$ cat config.mk
export PLATFORM = sky130hd
export DESIGN_NAME = spi_packet_master_flat
export DESIGN_NICKNAME = d
export VERILOG_FILES = /design/src/rtl/spi_packet_master_if.sv /design/src/rtl/spi_packet_master.sv /design/src/flat_wrapper.sv
export SDC_FILE = /design/constraint.sdc
export NUM_CORES = 1
export LEC_CHECK = 0
export CORE_MARGIN = 3
export CORE_UTILIZATION = 60
export DETAILED_ROUTE_END_ITERATION = 16
export DONT_BUFFER_PORTS = 1
export PLACE_DENSITY = 0.76
export SLEW_MARGIN = 20
export SYNTH_ARGS = -nofsm -noshare
export SYNTH_HDL_FRONTEND = slang
export SYNTH_SLANG_ARGS = --single-unit
$ cat constraint.sdc
create_clock -name clock -period 1.9 [get_ports clock]
set_clock_uncertainty 0.15 [all_clocks]
set_input_delay 0.285 -clock clock [delete_from_list [all_inputs] [get_ports clock]]
set_output_delay 0.285 -clock clock [all_outputs]
set_load 0.05 [all_outputs]
$ cat src/rtl/spi_packet_master_if.sv
// rtl/spi_packet_master_if.sv - frame request and serial line signals of the SPI packet master
interface spi_packet_master_if #(
  parameter int size = 8
);
  logic            start;
  logic            desPort;
  logic [size-1:0] dataIn;
  logic            forceError;
  logic            masterClock;
  logic            bitOut;
  logic            busy;
  logic            done;

  modport master (
    input  start, desPort, dataIn, forceError,
    output masterClock, bitOut, busy, done
  );

  modport slave (
    output start, desPort, dataIn, forceError,
    input  masterClock, bitOut, busy, done
  );
endinterface

$ cat src/rtl/spi_packet_master.sv
// rtl/spi_packet_master.sv - serialises desPort, payload (MSB first) and parity onto masterClock/bitOut
module spi_packet_master #(
  parameter int size       = 8,
  parameter int halfPeriod = 4
) (
  input logic                 clock,
  input logic                 reset,
  spi_packet_master_if.master bus
);
  localparam int PW = (2 * halfPeriod > 1) ? $clog2(2 * halfPeriod) : 1;
  localparam int BW = $clog2(size + 2);
  localparam logic [PW-1:0] PH_RISE  = PW'(halfPeriod - 1);
  localparam logic [PW-1:0] PH_LAST  = PW'(2 * halfPeriod - 1);
  localparam logic [BW-1:0] BIT_LAST = BW'(size + 1);

  typedef enum logic [1:0] {
    IDLE,
    SEND,
    DONE
  } state_t;

  state_t          r_state;
  logic [PW-1:0]   r_phase;
  logic [BW-1:0]   r_bit;
  logic [size:0]   r_shift;
  logic            r_mclk;
  logic            r_bit_out;
  logic            r_busy;
  logic            r_done;
  logic            w_parity;

  // Even parity over desPort and payload; forceError flips it for error injection.
  assign w_parity = (^{bus.desPort, bus.dataIn}) ^ bus.forceError;

  assign bus.masterClock = r_mclk;
  assign bus.bitOut      = r_bit_out;
  assign bus.busy        = r_busy;
  assign bus.done        = r_done;

  always_ff @(posedge clock) begin
    if (reset) begin
      r_state   <= IDLE;
      r_phase   <= '0;
      r_bit     <= '0;
      r_shift   <= '0;
      r_mclk    <= 1'b0;
      r_bit_out <= 1'b0;
      r_busy    <= 1'b0;
      r_done    <= 1'b0;
    end else begin
      case (r_state)
        IDLE: begin
          r_done <= 1'b0;
          if (bus.start) begin
            r_state   <= SEND;
            r_shift   <= {bus.dataIn, w_parity};
            r_bit_out <= bus.desPort;
            r_busy    <= 1'b1;
            r_mclk    <= 1'b0;
            r_phase   <= '0;
            r_bit     <= '0;
          end
        end
        SEND: begin
          if (r_phase == PH_LAST) begin
            // Bit boundary: masterClock returns low and the next bit is launched together.
            r_phase <= '0;
            r_mclk  <= 1'b0;
            if (r_bit == BIT_LAST) begin
              r_state   <= DONE;
              r_bit     <= '0;
              r_shift   <= '0;
              r_bit_out <= 1'b0;
              r_busy    <= 1'b0;
              r_done    <= 1'b1;
            end else begin
              r_bit     <= r_bit + 1'b1;
              r_bit_out <= r_shift[size];
              r_shift   <= {r_shift[size-1:0], 1'b0};
            end
          end else begin
            r_phase <= r_phase + 1'b1;
            if (r_phase == PH_RISE) begin
              r_mclk <= 1'b1;
            end
          end
        end
        DONE: begin
          r_done  <= 1'b0;
          r_state <= IDLE;
        end
        default: begin
          r_state <= IDLE;
        end
      endcase
    end
  end
endmodule

$ cat src/flat_wrapper.sv
// flat-port wrapper written by rule: the top's interface ports become plain ports
module spi_packet_master_flat 
#(
  parameter int size       = 8,
  parameter int halfPeriod = 4
)
  (clock, reset, bus_start, bus_desPort, bus_dataIn, bus_forceError, bus_masterClock, bus_bitOut, bus_busy, bus_done);
  spi_packet_master_if #(.size(size)) bus_i ();
  input logic clock;
  input logic reset;
  input wire logic [$bits(bus_i.start)-1:0] bus_start;
  input wire logic [$bits(bus_i.desPort)-1:0] bus_desPort;
  input wire logic [$bits(bus_i.dataIn)-1:0] bus_dataIn;
  input wire logic [$bits(bus_i.forceError)-1:0] bus_forceError;
  output wire logic [$bits(bus_i.masterClock)-1:0] bus_masterClock;
  output wire logic [$bits(bus_i.bitOut)-1:0] bus_bitOut;
  output wire logic [$bits(bus_i.busy)-1:0] bus_busy;
  output wire logic [$bits(bus_i.done)-1:0] bus_done;
  assign bus_i.start = bus_start;
  assign bus_i.desPort = bus_desPort;
  assign bus_i.dataIn = bus_dataIn;
  assign bus_i.forceError = bus_forceError;
  assign bus_masterClock = bus_i.masterClock;
  assign bus_bitOut = bus_i.bitOut;
  assign bus_busy = bus_i.busy;
  assign bus_done = bus_i.done;
  spi_packet_master #(.size(size), .halfPeriod(halfPeriod)) u_core (.clock(clock), .reset(reset), .bus(bus_i));
endmodule
Word-level counts from Yosys, hierarchy flattened. Cells that the tools add are included.

Logic and storage cells: 61. Register bits: 22. Bits of input ports: 13. Output and inout port bits: 4.

Add/sub/neg operators: 2. Eq/ne operators: 9. Mux-type cells: 30. Bitwise logic cells: 1. Reductions and logical operators: 11.

Operators with widths (number): 9-bit 2-to-1 mux (3); 9-bit one-hot mux with 2 select lines (1); 4-bit 2-to-1 mux (3); 3-bit AND reduction (4); 1-bit 2-to-1 mux (11); 9-bit parity (1); 1-bit one-hot mux with 2 select lines (4); 4-bit one-hot mux with 2 select lines (1); 2-bit 2-to-1 mux (3); 3-bit 2-to-1 mux (2); 3-bit one-hot mux with 2 select lines (1); 4-bit by 1-bit adder with 4-bit output, second input constant (1); 4-bit == test, second input constant (1); 2-bit by 1-bit inequality test with 1-bit output, second input constant (2); 2-bit one-hot mux with 2 select lines (1); 4-bit AND reduction (1); 2-bit nonzero test (2); 3-bit by 1-bit adder with 3-bit output, second input constant (1); 3-bit by 2-bit == test with 1-bit output, second input constant (1); 3-bit == test, second input constant (1); 3-bit by 1-bit inequality test with 1-bit output, second input constant (1); 2-bit by 1-bit == test with 1-bit output, second input constant (1); 2-bit == test, second input constant (1); 2-bit logical NOT (1); 4 further kinds (4).

Logic depth before layout (Yosys ltp).
Word-level depth: 4. Mapped depth: 7. Mapped depth without buffers: 6.

Worst setup path after synthesis. OpenSTA, ideal clock, no wires.

Path type: register to register. Start point: reg u_core.r_phase[0]. End point: reg u_core.r_bit_out, in the netlist u_core.bus.bitOut. Data required time: 1.679 ns. Buffers on the path: 1. Cell stages (with the launch flop): 8. Clock period less this slack: 1.675 ns. Setup time: 0.071 ns. Data arrival time: 1.454 ns. Slack: 0.225 ns. Cells stage by stage: dfxtp_1 -> ha_1 -> ha_1 -> inv_1 -> nor4b_4 -> buf_6 -> nand2_1 -> a21oi_1.

Longest elaborated chain between the ends: 3.

Ends and longest elaborated chain: start, declared (RTL line spi_packet_master.sv:23) `logic [PW-1:0] r_phase;`; start signal, assigned (RTL line spi_packet_master.sv:82) `r_phase <= r_phase + 1'b1;`; 3-bit == test (RTL line spi_packet_master.sv:65) `if (r_phase == PH_LAST) begin`; 2-bit by 1-bit inequality test with 1-bit output (no line); 3-bit AND reduction (no line); end signal, assigned (RTL line spi_packet_master.sv:57) `r_bit_out <= bus.desPort;`; end signal, assigned (RTL line spi_packet_master.sv:78) `r_bit_out <= r_shift[size];`; end, declared (RTL line spi_packet_master.sv:27) `logic r_bit_out;`.

No other way between the ends. A chain may end at the register's enable or synchronous reset.

Worst setup path after layout.
Start point: reg u_core.r_phase[0]. End point: reg u_core.r_bit[2].

Longest elaborated chain between the ends: 3.

Ends and longest elaborated chain: 3-bit == test (RTL line spi_packet_master.sv:65); 2-bit by 1-bit inequality test with 1-bit output (no line); 3-bit AND reduction (no line); end signal, assigned (RTL line spi_packet_master.sv:77) `r_bit <= r_bit + 1'b1;`; end, declared (RTL line spi_packet_master.sv:24) `logic [BW-1:0] r_bit;`.

No other way between the ends.

==> impl_metrics.yaml <==
die:
  die_y_um: 51.58
  die_area_mm2: 0.002660
  start_util_pct: 67.76
  core_region_area_mm2: 0.001839
  io_pins: 17
  num_rows: 15
  chipWidth_um: 51.58
logic_synthesis:
  postSynthAreaPerCell_um2: 8.594
  syn_nets: 164
  postSynthCellCount: 145
  ys_seq_area_share_pct: 35.34
  ys_warn_count: 0
  syn_area_mm2: 0.001246
  ys_ff_latch: 22
  synth_cell_types: 34
detailed_routing:
  remaining_drc_errors: 0
  wl_um: 2529
  ant_nets: 0
  drt_first_iter_violations: 22
  wl_per_cell_um: 14.96
  dr_total_vias: 1035
  via_per_inst: 6.124
  drt_pre_antenna_iters: 4
sta:
  post-route-min-period_ps: 1763
  worst_pin_slew_ps: 780.4
  maxSlewHeadroom_pct: 47.80
  min_period_over_period_pct: 92.80
  rsz0062_at_grt: "false"
  timing.fmax_ghz: 0.5672
  fin_setup_tns_ps: 0
  layout_setup_ws_ps: 136.8
  final_hold_viol_count: 0
  setup_viol: 0
  drv_slew: 0
  hold_slack_ps: 16.23
placement:
  gp_congestion: 0.7938
  dp.final_hpwl_um: 1789
  post-place-ws_ps: 61.95
  port_buffers: 0
  dpl_cell_area_mm2: 0.001249
min_path:
  min_from: "reset"
  min_path_cells: 2
  min_path_type: "primary input to register"
  whs_endpoint: "u_core.r_shift[0]$_SDFFE_PP0P_"
clocking:
  clock_latency_ps: 300
  numCtsBuffers: 3
  cts_max_level: 1
  post-cts-setup-buffer-count: 0
  path_clk_slew_ps: 120
  cts_buffer_depth: 2
  cts_sinks: 22
  cts_root_buffer: "clkbuf_4"
  cts_tree: "built"
setup_path:
  crit-reg2reg-launch: "u_core.r_phase[0]$_SDFFE_PP0P_"
  worstSetupEndpointType: "register"
  r2r_setup_slack_ps: 140
  arrival_ps: 1850
  rr_worst_depth: 7
  worstPathRequired_ps: 1990
  worstReg2RegEnd: "u_core.r_bit[2]$_SDFFE_PP0P_"
  path_max_fanout: 13
  cp-start-kind: "register"
  criticalPathCategory: "register to register"
global_routing:
  antenna_found_initial: 0
  grt_pass1_vias: 957
  grt_pass1_wl_um: 4133
  grt_usage_pct: 20.46
  overflow: 0
  grt_max_degree: 22
final_layout:
  syn_to_final_growth_pct: 4.819
  nNetsFinal: 164
  drive_gt1_share_pct: 9.722
  diodes: 0
  design_area_mm2: 0.001306
run:
  drv_cap: 0
power_and_ir_drop:
  ir_worst_vdd_mv: 0.4288
  p_leak_nw: 0.5117
  power_density_mw_per_mm2: 708.1
run_status:
  status: "completed"
-- cell type report --
cell class              instances  area, µm²
multi-input cells             110      744.5
fillers                       155      533.0
flip-flops and latches         22      442.9
clock buffers                   4      36.28
repair buffers                  4      36.28
well taps                      25      31.28
inverters                       4      15.01
-- cell families after synthesis --
group | after synthesis | synth area share (%)
AO/OA/AOI/OAI | 40 | 19.68
XOR/XNOR | 7 | 6.024
adder cells (fa/ha/maj) | 6 | 6.024
buffers and inverters | 13 | 5.320
flip-flops | 22 | 35.34
multiplexers | 3 | 2.410
AND/OR/NAND/NOR | 54 | 25.20
-- worst max-delay path: stages (launching register included) --
cell	delay, ps
dfxtp_2	370
ha_2	200
ha_2	220
inv_1	90
nor4b_4	270
buf_6	190
nand3b_1	80
a21oi_1	130
-- synthesized netlist by cell type --
cell type	n	area (µm²)
a21o_1	1	7.510
a21oi_1	24	120.1
a22oi_1	2	15.01
a2bb2oi_1	9	78.83
a31oi_1	1	6.260
and2b_1	1	7.510
and3b_1	1	8.760
buf_1	1	3.750
buf_2	2	10.01
buf_6	2	22.52
clkbuf_1	4	15.01
dfxtp_1	22	440.4
ha_1	6	75.07
inv_1	4	15.01
mux2i_1	3	30.03
nand2_1	12	45.04
nand2b_1	1	6.260
nand2b_4	1	13.76
nand3_1	2	10.01
nand3b_1	3	22.52
nand4b_1	2	17.52
nor2_1	14	52.55
nor2b_1	10	62.56
nor2b_4	1	13.76
nor3_1	2	10.01
nor3b_1	1	7.510
nor4_1	1	6.260
nor4b_4	1	23.77
o21ai_1	2	10.01
o21bai_1	1	7.510
or2_0	1	6.260
xnor2_1	4	35.03
xnor3_1	1	22.52
xor2_1	2	17.52
-- layout by cell type (no fill, tap or decap), types with 2 or more instances in the layout --
cell and n:
inv_1 4, o21ai_1 2, xnor2_1 4, clkbuf_4 3, a21oi_1 24, dfxtp_2 2
nand2_1 12, nor2b_1 10, nand3_1 2, ha_1 4, a2bb2oi_1 9, dfxtp_1 20
nor2_1 14, a22oi_1 2, nand3b_1 3, ha_2 2, xor2_1 2, mux2i_1 3
nor3_1 2, buf_4 2, nand4b_1 2
-- report_power, final --
part,switching (W),leakage (nW),internal [W]
Sequential,0.0000302,0.181,0.000485
Combinational,0.0000728,0.310,0.0000784
Clock,0.000142,0.0210,0.000117
Total,0.000245,0.512,0.000680
-- registers in the layout (all words and copies together), names as in the netlist --
name and flops:
u_core.r_shift 9, u_core.r_bit 4, u_core.r_phase 3, u_core.r_state 2, u_core.bus.bitOut 1, u_core.bus.busy 1, u_core.bus.done 1, u_core.bus.masterClock 1
-- routing by layer --
layer | track usage [%] | vias to the layer above | part of all wire [%]
met5 | 0 | - | 0
met4 | 6.550 | 0 | 0.47
met3 | 4.011 | 2 | 8.9
li1 | - | 502 | -
met2 | 35.81 | 46 | 46
met1 | 25.05 | 485 | 44
-- worst max path at each step --
| stage | to | slack, ps | start | cells after the start |
|---|---|---|---|---|
| global route | u_core.r_bit[2]$_SDFFE_PP0P_ | 0.5 | u_core.r_phase[0]$_SDFFE_PP0P_ | 7 |
| floorplan | u_core.bus.bitOut$_SDFFE_PP0P_ | 230 | u_core.r_phase[0]$_SDFFE_PP0P_ | 7 |
| detailed placement | u_core.r_bit[3]$_SDFFE_PP0P_ | 60 | u_core.r_phase[0]$_SDFFE_PP0P_ | 7 |
| finish | u_core.r_bit[2]$_SDFFE_PP0P_ | 140 | u_core.r_phase[0]$_SDFFE_PP0P_ | 7 |
| CTS | u_core.r_bit[3]$_SDFFE_PP0P_ | 40 | u_core.r_phase[0]$_SDFFE_PP0P_ | 7 |
| global placement | u_core.r_bit[3]$_SDFFE_PP0P_ | 170 | u_core.r_phase[0]$_SDFFE_PP0P_ | 7 |
-- through the flow --
stage,cells,utilization [%],power (W)
5_1_grt,169,71.02,0.0009661
3_3_place_gp,164,67.89,0.0006613
2_1_floorplan,145,-,0.0006518
3_5_place_dp,164,67.89,0.0006659
6_report,169,71.02,0.0009249
4_1_cts,169,70.41,0.0009336
-- repair_timing --
action / CTS / global route
endpoints found under the setup margin: 0 / 14
hold buffers: 1 / 0
hold endpoints to repair: 21 / 0
gates resized for setup: 0 / 5
(Power assumes the default switching activity.)
